==> src/rtl/tile_ram_arbiter.sv <==
// Tile RAM arbiter: scan-out reads get fixed slots on tile boundaries; game writes
// and the board-clear sequencer use the remaining cycles. Also emits the frame tick.
`timescale 1ns/1ps
module tile_ram_arbiter #(
   parameter int GAME_WIDTH  = 40,
   parameter int GAME_HEIGHT = 30,
   parameter int DATA_WIDTH  = 1,
   parameter int ADDR_WIDTH  = 11,
   parameter int TILE_SHIFT  = 4,
   parameter int ACTIVE_COLS = 640,
   parameter int ACTIVE_ROWS = 480,
   parameter int CLEAR_VALUE = 0
) (
   input  logic                  i_Clk,
   input  logic                  i_Rst_L,
   input  logic [9:0]            i_Col_Count,
   input  logic [9:0]            i_Row_Count,
   input  logic                  i_Wr_Req,
   input  logic [ADDR_WIDTH-1:0] i_Wr_Addr,
   input  logic [DATA_WIDTH-1:0] i_Wr_Data,
   output logic                  o_Wr_Ack,
   output logic                  o_Wr_Err,
   input  logic                  i_Clear_Req,
   output logic                  o_Clear_Busy,
   output logic                  o_Ram_En,
   output logic                  o_Ram_We,
   output logic [ADDR_WIDTH-1:0] o_Ram_Addr,
   output logic [DATA_WIDTH-1:0] o_Ram_Wdata,
   input  logic [DATA_WIDTH-1:0] i_Ram_Rdata,
   output logic [DATA_WIDTH-1:0] o_Pix_Data,
   output logic                  o_Pix_Valid,
   output logic                  o_Frame_Tick
);
   localparam int NUM_TILES = GAME_WIDTH * GAME_HEIGHT;
   localparam int STAGES    = 3;
   localparam logic [9:0]            COL_MAX = 10'(ACTIVE_COLS);
   localparam logic [9:0]            ROW_MAX = 10'(ACTIVE_ROWS);
   localparam logic [ADDR_WIDTH-1:0] GW      = ADDR_WIDTH'(GAME_WIDTH);
   localparam logic [ADDR_WIDTH-1:0] LAST    = ADDR_WIDTH'(NUM_TILES - 1);
   localparam logic [ADDR_WIDTH:0]   LIMIT   = (ADDR_WIDTH+1)'(NUM_TILES);
   localparam logic [DATA_WIDTH-1:0] CLR     = DATA_WIDTH'(CLEAR_VALUE);

   typedef enum logic {IDLE, CLEAR} state_t;

   typedef struct packed {
      logic                  en;
      logic                  we;
      logic [ADDR_WIDTH-1:0] addr;
      logic [DATA_WIDTH-1:0] wdata;
   } ram_req_t;

   state_t                state;
   ram_req_t              ram;
   logic [ADDR_WIDTH-1:0] clr_addr;
   logic                  active, disp, wr_bad;
   logic [ADDR_WIDTH-1:0] disp_addr;
   logic [STAGES-1:0]     vld_pipe;
   logic [STAGES-2:0]     ld_pipe;
   logic [DATA_WIDTH-1:0] pix;

   assign active    = (i_Col_Count < COL_MAX) && (i_Row_Count < ROW_MAX);
   assign disp      = active && (i_Col_Count[TILE_SHIFT-1:0] == '0);
   assign disp_addr = ADDR_WIDTH'(i_Row_Count >> TILE_SHIFT) * GW
                    + ADDR_WIDTH'(i_Col_Count >> TILE_SHIFT);
   assign wr_bad    = {1'b0, i_Wr_Addr} >= LIMIT;

   assign o_Ram_En    = ram.en;
   assign o_Ram_We    = ram.we;
   assign o_Ram_Addr  = ram.addr;
   assign o_Ram_Wdata = ram.wdata;

   always_ff @(posedge i_Clk or negedge i_Rst_L) begin
      if (!i_Rst_L) begin
         state        <= IDLE;
         clr_addr     <= '0;
         ram          <= '0;
         o_Wr_Ack     <= 1'b0;
         o_Wr_Err     <= 1'b0;
         o_Clear_Busy <= 1'b0;
         o_Frame_Tick <= 1'b0;
      end else begin
         ram          <= '0;
         o_Wr_Ack     <= 1'b0;
         o_Wr_Err     <= 1'b0;
         o_Frame_Tick <= (i_Row_Count == ROW_MAX) && (i_Col_Count == '0);
         case (state)
            IDLE: begin
               // busy drops one cycle after the final clear write issues
               o_Clear_Busy <= i_Clear_Req;
               if (i_Clear_Req) begin
                  state    <= CLEAR;
                  clr_addr <= '0;
               end else if (!disp && i_Wr_Req && !o_Wr_Ack) begin
                  o_Wr_Ack <= 1'b1;
                  if (wr_bad) o_Wr_Err <= 1'b1;
                  else        ram <= '{en: 1'b1, we: 1'b1, addr: i_Wr_Addr, wdata: i_Wr_Data};
               end
            end
            CLEAR: begin
               if (!disp) begin
                  ram <= '{en: 1'b1, we: 1'b1, addr: clr_addr, wdata: CLR};
                  if (clr_addr == LAST) state <= IDLE;
                  else                  clr_addr <= clr_addr + 1'b1;
               end
            end
            default: state <= IDLE;
         endcase
         // scan-out slot overrides whatever else was chosen this cycle
         if (disp) ram <= '{en: 1'b1, we: 1'b0, addr: disp_addr, wdata: '0};
      end
   end

   // Read issues at +1, RAM data at +2, pixel register loads at +3.
   always_ff @(posedge i_Clk or negedge i_Rst_L) begin
      if (!i_Rst_L) begin
         vld_pipe <= '0;
         ld_pipe  <= '0;
         pix      <= '0;
      end else begin
         vld_pipe <= {vld_pipe[STAGES-2:0], active};
         ld_pipe  <= {ld_pipe[STAGES-3:0], disp};
         pix      <= vld_pipe[STAGES-2] ? (ld_pipe[STAGES-2] ? i_Ram_Rdata : pix) : '0;
      end
   end

   assign o_Pix_Data  = pix;
   assign o_Pix_Valid = vld_pipe[STAGES-1];
endmodule

==> config.mk <==
export PLATFORM = sky130hd
export DESIGN_NAME = tile_ram_arbiter
export DESIGN_NICKNAME = d
export VERILOG_FILES = /design/src/rtl/tile_ram_arbiter.sv
export SDC_FILE = /design/constraint.sdc
export NUM_CORES = 1
export LEC_CHECK = 0
export ABC_AREA = 1
export BUFFER_PORTS_ARGS = -buffer_cell sky130_fd_sc_hd__buf_2
export CAP_MARGIN = 15
export CORE_MARGIN = 2
export CORE_UTILIZATION = 48
export CTS_CLUSTER_DIAMETER = 40
export DETAILED_ROUTE_END_ITERATION = 10
export PLACE_DENSITY = 0.76
export SLEW_MARGIN = 20
export SYNTH_ARGS = -nofsm -noshare
export SYNTH_HDL_FRONTEND = slang
export SYNTH_SLANG_ARGS = --single-unit
==> constraint.sdc <==
create_clock -name i_Clk -period 1.4 [get_ports i_Clk]
set_clock_uncertainty 0.05 [all_clocks]
set_input_delay 0.14 -clock i_Clk [delete_from_list [all_inputs] [get_ports i_Clk]]
set_output_delay 0.14 -clock i_Clk [all_outputs]
set_load 0.1 [all_outputs]
==> After elaboration in Yosys (flattened, before gate mapping) <==
Index checks and enable logic that the tools add are counted.
{ "op_classes": {"add_sub_neg": 2, "multipliers": 1, "magnitude_cmp": 3, "n_eq_ne": 6, "mux": 22, "n_bitwise": 1, "reduce_logical": 10} }
{ "op_table": {"columns": ["operator", "count"], "rows": [
  ["$mux W14", 4],
  ["$mux W11", 3],
  ["$pmux W14 S2", 1],
  ["$pmux W11 S2", 1],
  ["$mux W1", 12],
  ["$add A11 B1 Y11 const B", 1],
  ["$add A11 B6 Y11", 1],
  ["$eq A11 B11 Y1 const B", 1],
  ["$ge A11 B11 Y1 const B", 1],
  ["$eq A10 B9 Y1 const B", 1],
  ["$logic_not A10 Y1", 1],
  ["$lt A10 B10 Y1 const B", 1],
  ["$lt A10 B9 Y1 const B", 1],
  ["$mul A6 B3 Y8 const B", 1],
  ["$ne A2 B2 Y1 const B", 3],
  ["$logic_and A1 B1 Y1", 5],
  ["$logic_not A4 Y1", 1],
  ["$reduce_and A3 Y1", 1],
  ["$logic_not A1 Y1", 2],
  ["$ne A2 B1 Y1 const B", 1],
  ["$pmux W1 S2", 1],
  ["$not A1 Y1", 1]
]} }
{ "word_totals": {"regBits": 36, "output_inout_bits": 20, "word_cells": 58} }

==> Logic depth before layout (Yosys ltp) <==
Gate-level depths: netlist (run 1).
{ "depth": {"depth_word": 10, "mapped_depth": 12, "depth_no_buf": 12} }

==> Worst setup path before layout (run 1) <==
No wires, ideal clock.
{ "synth_timing": {"path_kind": "input port to flip-flop", "start": "input port i_Row_Count[5]", "end": "register ram, in the netlist o_Ram_Addr[10]", "setup_ns": 0.113, "arrival_time_ns": 1.645, "setup_slack_ns": -0.408, "path_stages": 11, "n_path_buf": 0, "path_cell_list": "ha_1 ha_1 fa_1 xor2_1 nand2_1 nor2_1 nand2_1 nand2_1 nand3_1 nand2_1 inv_1"} }
{ "synth_via": {"elab_chain_cells": 10} }
{ "synth_rtl": {"columns": ["element", "line_no", "source"], "rows": [
  ["start, declared", "17", "input logic [9:0] i_Row_Count,"],
  ["parallel branches: the longest is 9 deep, another holds $add A11 B6 Y11", null, null],
  ["$mux W14 (*)", "109", "if (disp) ram <= '{en: 1'b1, we: 1'b0, addr: disp_addr, wdata: '0};"],
  ["end signal, assigned", "96", "else ram <= '{en: 1'b1, we: 1'b1, addr: i_Wr_Addr, wdata: i_Wr_Data};"],
  ["end signal, assigned", "101", "ram <= '{en: 1'b1, we: 1'b1, addr: clr_addr, wdata: CLR};"],
  ["end signal, assigned", "109", null],
  ["end, declared", "53", "ram_req_t ram;"]
]} }
Mark *: on every way between the ends.
A chain may end at the register's enable or synchronous reset.

==> Worst setup path in the final report (run 1) <==
{ "layout_timing": {"start": "register clr_addr[1]", "end": "register clr_addr[8]"} }
{ "layout_via": {"elab_chain_cells": 4} }
{ "layout_rtl": {"columns": ["element", "line_no", "source"], "rows": [
  ["start, declared", "54", "logic [ADDR_WIDTH-1:0] clr_addr;"],
  ["start signal, assigned", "103", "else clr_addr <= clr_addr + 1'b1;"],
  ["$add A11 B1 Y11", "103", null],
  ["$mux W11", "102", "if (clr_addr == LAST) state <= IDLE;"],
  ["$mux W11", "100", "if (!disp) begin"],
  ["$pmux W11 S2", "86", "case (state)"]
]} }
Parallel ways exist; a longest one is shown, timed or not. The select of a mux whose other input is x is not followed.

==> run_results.csv, run 1 <==
group,metric,value,unit
outcome,outcome,"finished with violations",
outcome,violations,"setup timing",
sta,period_share,110.3,%
sta,max-slew-margin-rel,67.55,%
setup_path,start_kind,"flip-flop",
floorplanning,std_cell_rows,24,
yosys,ys_ff_latch,36,
run,max-cap-violations,0,
placement,port_buffers,56,
global_route,grt_usage,25.40,%
global_route,grt-ovfl-total,0,
yosys,synth_mux_area_share,0,%
sta,fin_setup_tns,-1149,ps
floorplanning,ios,57,
clocking,cts_buffers,5,
clocking,root_buffer,"clkbuf_8",
floorplanning,die_y,71.98,um
clocking,cts_tree,"done",
sta,setup_ws,-143.8,ps
clocking,max-clock-path-buffers,2,
layout,final_cell_mix,"nand2_1, buf_2, buf_4",
route,antenna_left,0,
floorplanning,chipWidth,71.98,um
floorplanning,start_util,50.26,%
pwr,internal_power,0.002465,W
yosys,ys.flop_type,"dfrtp_1",
pwr,ir_worst_vdd,1.163,mV
yosys,synth_xor_area_share,3.158,%
clocking,clkSinkCount,36,
route,drcViolationCount,0,
route,dr.pass1.iters,5,
global_route,grt_max_degree,21,
sta,fin_crit,1544,ps
floorplanning,die_area,5181,um2
pwr,p_per_area,1361,nW/um2
route,drt_iter0_markers,165,
yosys,synth-compound-area-share,5.640,%
global_route,antenna_found_initial,0,
route,drt-vias-per-instance,5.182,
sta,maxSlewViolCount,0,
layout,final_common_cell,"nand2_1",
pwr,p_sw,0.002221,W
route,routedWlPerCell,15.38,um
setup_path,slowest_delay,410,ps
sta,max_freq,647.7,MHz
yosys,synth_async_sr_flop_share,100.0,%
layout,drive_gt1_share,44.20,%
pwr,p_leak,1.791,nW
setup_path,crit_fanout,2,
hold_path,min_path_type,"input port to flip-flop",
layout,antenna_cells,0,
yosys,synth-simple-area-share,34.01,%
yosys,syn_nets,349,
clocking,ctsHtreeMaxLevel,2,
yosys,ys_seq_area_share,40.61,%
global_route,grt_pass1_wl,10250,um
route,wirelength,7169,um
setup_path,crit_path_cell_trace,"ha_4 -> inv_4 -> nor2_4 -> buf_4 -> nand2_1 -> xor2_1 -> nor2_1 -> nand2_1 -> nand2_1",
placement,dpl_worst_slack,-504.0,ps
pwr,switching_share,47.40,%
setup_path,cpMostUsedCell,"nand2_1",
setup_path,arrival,1730,ps
sta,hold_violations,0,
yosys,synth_cells,298,
floorplanning,core-area,4414,um2
placement,gp_congestion,0.8538,
clocking,path_clk_slew,80,ps
yosys,yosysWarnings,0,
pwr,pwr-share-clk,16.6,%
setup_path,crit_required,1590,ps
global_route,grt_pass1_vias,2307,
sta,rsz0062_at_grt,"true",
setup_path,cp-end-kind,"flip-flop",
layout,syn_to_final_growth,55.27,%
yosys,synth-adder-area-share,8.573,%
placement,dp_hpwl,4426,um
clocking,clk_latency,300,ps
layout,nets,464,
sta,holdWs,5.619,ps
setup_path,cpMaxStageDelayCell,"dfrtp_1",
setup_path,path_class,"flip-flop to flip-flop",
yosys,synth_top_family_by_area,"simple AND/OR/NAND/NOR gates",
yosys,synth-edff-count,0,
sta,setup_viol,14,
yosys,synth_cell_type_count,26,
yosys,synth_area_per_cell,7.444,um2
yosys,syn-cell-area,2218,um2
pwr,p_seq_share,29.6,%
pwr,p_comb_share,53.7,%
sta,worst_pin_slew,490.2,ps
route,vias,2415,
## worst max-delay path: cells and delay by family (launching register included)
kind | cells | cell delay, ps
XOR/XNOR | 1 | 150
adder cells (fa/ha/maj) | 1 | 170
buffers and inverters | 2 | 180
flip-flops | 1 | 410
AND/OR/NAND/NOR | 5 | 520
## area by class of cell
cell class                 count  area [um2]
clock inverter                 2       10.01
sequential                    36       903.4
clock buffer                   6       82.58
multi-input combinational    223        1409
inverter                      35       151.4
tap                           52       65.06
fill                         273       969.7
timing repair buffer         112       823.3
## Yosys cell counts (3+ instances only)
cell,instances,area share [%]
nor3_1,4,0.90
o21ai_0,23,5.2
nand2_1,106,18
inv_1,33,5.6
nand4_1,5,1.4
nor2_2,3,0.85
nor2_1,31,5.2
xor2_1,7,2.8
dfrtp_1,36,41
clkbuf_1,3,0.51
ha_1,12,6.8
nand3_1,18,4.1
## logic make-up (layout without fill, tap and decap cells)
logic type,count (synthesis),count (layout)
AOI/OAI and AO/OA,25,25
xor gates and xnor gates,8,8
adders and majority gates,14,14
buffers and inverters,40,155
DFF,36,36
and+or+nand+nor,175,176
## state kept, by name (all words and copies together), names as in the netlist, 2 cells and up
signal and cells:
clr_addr 11, ld_pipe 2, o_Ram_Addr 11, vld_pipe 3
## power by group through the flow
stage / registers (W) / clock network [W] / logic [W]
floorplan: 0.00220 / 0 / 0.000650
global route: 0.00140 / 0.000827 / 0.00268
detailed placement: 0.00139 / 0 / 0.00209
CTS: 0.00137 / 0.000770 / 0.00221
global placement: 0.00139 / 0 / 0.00207
finish: 0.00139 / 0.000779 / 0.00252
## timing repair
action / 4_1_cts / 5_1_grt
endpoints found under the hold margin: 17 / 0
cloned: 2 / 1
gates resized for setup: 42 / 47
hold buffers: 1 / 0
endpoints found under the setup margin: 12 / 26
buffers inserted: 4 / 10
pin swaps: 11 / 16
## layer usage
metal | track usage, % | wire length [um]
met1 | 30.29 | 2845
met2 | 46.50 | 3718
met3 | 3.750 | 343
met4 | 9.015 | 261
met5 | 0 | 0
## stage by stage
step           area [um2]  power [W]  utilization [%]  cells
6_report             3445   0.004686            78.03    466
5_1_grt              3445   0.004909            78.03    466
4_1_cts              3216   0.004352            72.85    455
3_5_place_dp         2909   0.003478            65.90    440
3_3_place_gp         2909   0.003455            65.90    440
2_1_floorplan        2285   0.002855                -    298
## path summary, 6_finish.rpt
path | start | end | slack [ps] | depth (start not counted)
min | i_Wr_Data | o_Ram_Wdata | 6 | 3
min in group asynchronous | i_Rst_L | clr_addr[6] | 250 | 2
max reg2reg | clr_addr[1] | clr_addr[8] | -140 | 9
max in group asynchronous | i_Rst_L | vld_pipe[0] | 550 | 3
max | clr_addr[1] | clr_addr[8] | -140 | 9
min reg2reg | ld_pipe[0] | ld_pipe[1] | 310 | 0
Note: power is estimated with default switching activity, not from simulation.
==> run 2, diff against run 1 <==
SKIP_CTS_REPAIR_TIMING = 1   (was not set)
==> run_results.csv, run 2 (synthesis results as in run 1) <==
group,metric,value,unit
route,wirelength,6460,um
sta,fin_setup_tns,-1034,ps
pwr,p_per_area,1342,nW/um2
setup_path,rr_worst_depth,11,
sta,hold_violations,0,
floorplanning,die_area,5181,um2
floorplanning,std_cell_rows,24,
placement,dp_hpwl,4426,um
floorplanning,start_util,50.26,%
clocking,ctsHtreeMaxLevel,2,
setup_path,worstReg2RegEnd,"clr_addr[4]",
sta,fin_crit,1541,ps
outcome,outcome,"finished with violations",
clocking,cts_tree,"done",
route,antenna_left,0,
floorplanning,chipWidth,71.98,um
layout,antenna_cells,0,
sta,max_freq,649.1,MHz
placement,dpl_worst_slack,-504.0,ps
global_route,antenna_found_initial,0,
setup_path,crit_fanout,3,
setup_path,path_class,"input port to flip-flop",
pwr,p_leak,1.745,nW
placement,port_buffers,56,
pwr,ir_worst_vdd,1.157,mV
route,drt_iter0_markers,262,
sta,setup_ws,-140.6,ps
outcome,violations,"setup timing",
sta,holdWs,2.685,ps
global_route,grt_usage,23.55,%
route,vias,2365,
clocking,root_buffer,"clkbuf_8",
sta,maxSlewViolCount,0,
layout,syn_to_final_growth,49.30,%
setup_path,crit_end,"o_Ram_Addr[10]",
route,drcViolationCount,0,
clocking,max-clock-path-buffers,2,
global_route,grt-ovfl-total,0,
global_route,grt_pass1_vias,2189,
setup_path,start_kind,"input port",
route,drt-vias-per-instance,5.130,
sta,worst_pin_slew,493.9,ps
setup_path,crit_path_cell_trace,"buf_8 -> ha_4 -> ha_4 -> fa_2 -> nand2_2 -> nor2_4 -> nand2_1 -> nand2_1 -> nand3_1 -> nand2_1 -> inv_1",
setup_path,crit_start,"i_Row_Count[7]",
layout,final_cell_mix,"nand2_1, buf_2, buf_4",
global_route,grt_max_degree,21,
global_route,grt_pass1_wl,9570,um
sta,max-slew-margin-rel,67.30,%
clocking,cts_buffers,5,
layout,drive_gt1_share,40.59,%
setup_path,slowest_delay,550,ps
clocking,path_clk_slew,80,ps
placement,gp_congestion,0.8538,
setup_path,timing.rr.start,"clr_addr[4]",
clocking,clkSinkCount,36,
floorplanning,core-area,4414,um2
setup_path,rrSetupSlack,-120,ps
route,routedWlPerCell,14.01,um
setup_path,cpMostUsedCell,"nand2_1",
run,max-cap-violations,0,
sta,setup_viol,15,
layout,nets,459,
setup_path,crit_required,1550,ps
setup_path,arrival,1690,ps
pwr,power,0.004445,W
route,dr.pass1.iters,4,
setup_path,cp-end-kind,"flip-flop",
layout,final_common_cell,"nand2_1",
sta,period_share,110.0,%
sta,rsz0062_at_grt,"true",
setup_path,cpMaxStageDelayCell,"fa_2",
clocking,clk_latency,300,ps
floorplanning,die_y,71.98,um
floorplanning,ios,57,
hold_path,min_path_type,"input port to flip-flop",
==> run 2: cell types whose count changed in the layout (fill, tap and decap cells not counted), sizes merged <==
cell,delta
buf,-5
clkbuf,+1
nand2,-1
==> run 2: final cells by class <==
class,instances,area (um2)
Tap cell,52,65.06
Sequential cell,36,902.1
Inverter,35,143.9
Multi-Input combinational cell,222,1335
Clock buffer,6,82.58
Clock inverter,2,10.01
Timing Repair Buffer,108,773.2
Fill cell,301,1102
==> run 2: where the power goes <==
| part | internal, W | switching [W] |
|---|---|---|
| clock | 0.000393 | 0.000387 |
| combinational | 0.000720 | 0.00157 |
| sequential | 0.00125 | 0.000126 |
==> run 2: how the worst min path moves through the flow <==
stage	start	cells past startpoint	endpoint	slack (ps)
floorplan	i_Rst_L	0	clr_addr[0]	-210
global placement	i_Rst_L	1	o_Ram_Addr[1]	50
detailed placement	i_Rst_L	1	o_Ram_Addr[3]	50
CTS	i_Rst_L	1	clr_addr[6]	-260
global route	i_Wr_Data	3	o_Ram_Wdata	30
finish	i_Wr_Data	3	o_Ram_Wdata	3
==> run 2: stage by stage <==
stage	util [%]	cell area, um2	instances
after floorplan	-	2285	298
after global placement	65.90	2909	440
after detailed placement	65.90	2909	440
after CTS	68.00	3002	448
after global routing	75.03	3312	461
final	75.03	3312	461
==> run 2: metal layers <==
layer	vias up	part of all wire (%)	GRT usage, %
met5	-	0	0
met4	0	2.5	7.547
met3	14	5.3	3.472
met2	84	52	42.28
met1	1110	40	29.15
li1	1157	-	-
==> run 2: worst max-delay path: cells and delay by family <==
family	cells	cell delay (ps)
buffers and inverters	2	130
adders and majority gates	3	950
and+or+nand+nor	6	450
==> run 3, diff against run 2 <==
RECOVER_POWER = 25   (was not set)
==> run_results.csv, run 3 (synthesis results as in run 1) <==
group,metric,value,unit
outcome,outcome,"finished with violations",
outcome,violations,"setup timing",
clocking,cts_tree,"done",
floorplanning,die_y,71.98,um
floorplanning,std_cell_rows,24,
setup_path,start_kind,"input port",
clocking,clk_latency,300,ps
floorplanning,ios,57,
sta,period_share,110.0,%
run,max-cap-violations,0,
placement,placed_area,2909,um2
setup_path,crit_fanout,3,
route,antenna_left,0,
setup_path,crit_path_cell_trace,"buf_8 -> ha_4 -> ha_4 -> fa_2 -> nand2_2 -> nor2_4 -> nand2_1 -> nand2_1 -> nand3_1 -> nand2_1 -> inv_1",
setup_path,cp-end-kind,"flip-flop",
global_route,grt_pass1_wl,9570,um
setup_path,crit_required,1550,ps
floorplanning,start_util,50.26,%
placement,gp_congestion,0.8538,
global_route,antenna_found_initial,0,
clocking,path_clk_slew,80,ps
route,vias,2361,
layout,final_cell_mix,"nand2_1, buf_2, buf_4",
sta,fin_crit,1541,ps
floorplanning,core-area,4414,um2
layout,nets,459,
pwr,ir_worst_vdd,1.157,mV
sta,setup_viol,15,
route,drt_iter0_markers,262,
placement,dp.cells,440,
floorplanning,die_area,5181,um2
setup_path,rrSetupSlack,-110,ps
sta,holdWs,2.640,ps
layout,final_common_cell,"nand2_1",
global_route,grt_usage,23.55,%
layout,finalInstanceArea,3312,um2
pwr,p_per_area,1342,nW/um2
setup_path,slowest_delay,550,ps
setup_path,arrival,1690,ps
sta,max-slew-margin-rel,67.30,%
route,routedWlPerCell,13.98,um
clocking,max-clock-path-buffers,2,
route,dr.pass1.iters,4,
clocking,root_buffer,"clkbuf_8",
setup_path,path_class,"input port to flip-flop",
pwr,p_leak,1.746,nW
setup_path,critPathTopFamily,"adder cells",
layout,final_cells,461,
clocking,clkSinkCount,36,
sta,maxSlewViolCount,0,
route,drcViolationCount,0,
clocking,cts_buffers,5,
setup_path,cpMostUsedCell,"nand2_1",
global_route,grt_pass1_vias,2189,
sta,hold_violations,0,
layout,antenna_cells,0,
hold_path,min_path_type,"input port to flip-flop",
route,wirelength,6447,um
sta,rsz0062_at_grt,"true",
route,drt-vias-per-instance,5.121,
floorplanning,chipWidth,71.98,um
sta,setup_ws,-140.6,ps
layout,syn_to_final_growth,49.30,%
layout,fill_cells,301,
placement,port_buffers,56,
global_route,grt_max_degree,21,
sta,worst_pin_slew,493.9,ps
sta,max_freq,649.1,MHz
placement,dp_hpwl,4426,um
setup_path,cpMaxStageDelayCell,"fa_2",
pwr,power,0.004445,W
setup_path,critPathBufInv,2,
layout,drive_gt1_share,40.59,%
global_route,grt-ovfl-total,0,
clocking,ctsHtreeMaxLevel,2,
[run 3: cell type report]
class	count	area (um2)	share of cell area (%)
clock buffers	6	82.58	2.493
flip-flops and latches	36	902.1	27.24
well taps	52	65.06	1.964
inverters	35	143.9	4.345
repair buffers	108	773.2	23.35
multi-input cells	222	1335	40.31
clock inverters	2	10.01	0.3022
[run 3: through the flow]
| stage | setup TNS [ps] | setup slack, ps | utilization [%] |
|---|---|---|---|
| 6_report | -974.4 | -140.6 | 75.03 |
| 5_1_grt | -2206 | -250.5 | 75.03 |
| 4_1_cts | -885.4 | -188.5 | 68.00 |
| 3_5_place_dp | -4813 | -504.0 | 65.90 |
| 3_3_place_gp | -3943 | -426.2 | 65.90 |
| 2_1_floorplan | -630.3 | -243.3 | - |
[run 3: worst reg2reg max path, delay by kind of cell (launching register included)]
kind / cells / cell delay, ps
simple gates: 6 / 540
flops: 1 / 400
buf+inv: 4 / 260
fa+ha+maj: 1 / 160
[run 3: final timing paths]
check                                from             end  cells past startpoint
max in group asynchronous         i_Rst_L     vld_pipe[0]                      3
min reg2reg                    ld_pipe[0]      ld_pipe[1]                      0
min in group asynchronous         i_Rst_L     clr_addr[6]                      2
max reg2reg                   clr_addr[0]     clr_addr[4]                     11
max                        i_Row_Count[7]  o_Ram_Addr[10]                     11
min                             i_Wr_Data     o_Ram_Wdata                      3
[run 3: metal layers]
layer	track usage, %	share of wire (%)	vias to the layer above	wire length, um
met3	3.472	5.2	14	336
met2	42.28	52	82	3371
met5	0	0	-	0
li1	-	-	1157	-
met1	29.15	40	1108	2579
met4	7.547	2.5	0	159
[run 3: report_power, final]
| part | internal (W) | total (W) | leakage, nW | switching, W |
|---|---|---|---|---|
| Combinational | 0.000720 | 0.00229 | 1.24 | 0.00157 |
| Clock | 0.000393 | 0.000780 | 0.0510 | 0.000388 |
| Sequential | 0.00125 | 0.00138 | 0.451 | 0.000126 |
| Total | 0.00236 | 0.00444 | 1.75 | 0.00208 |
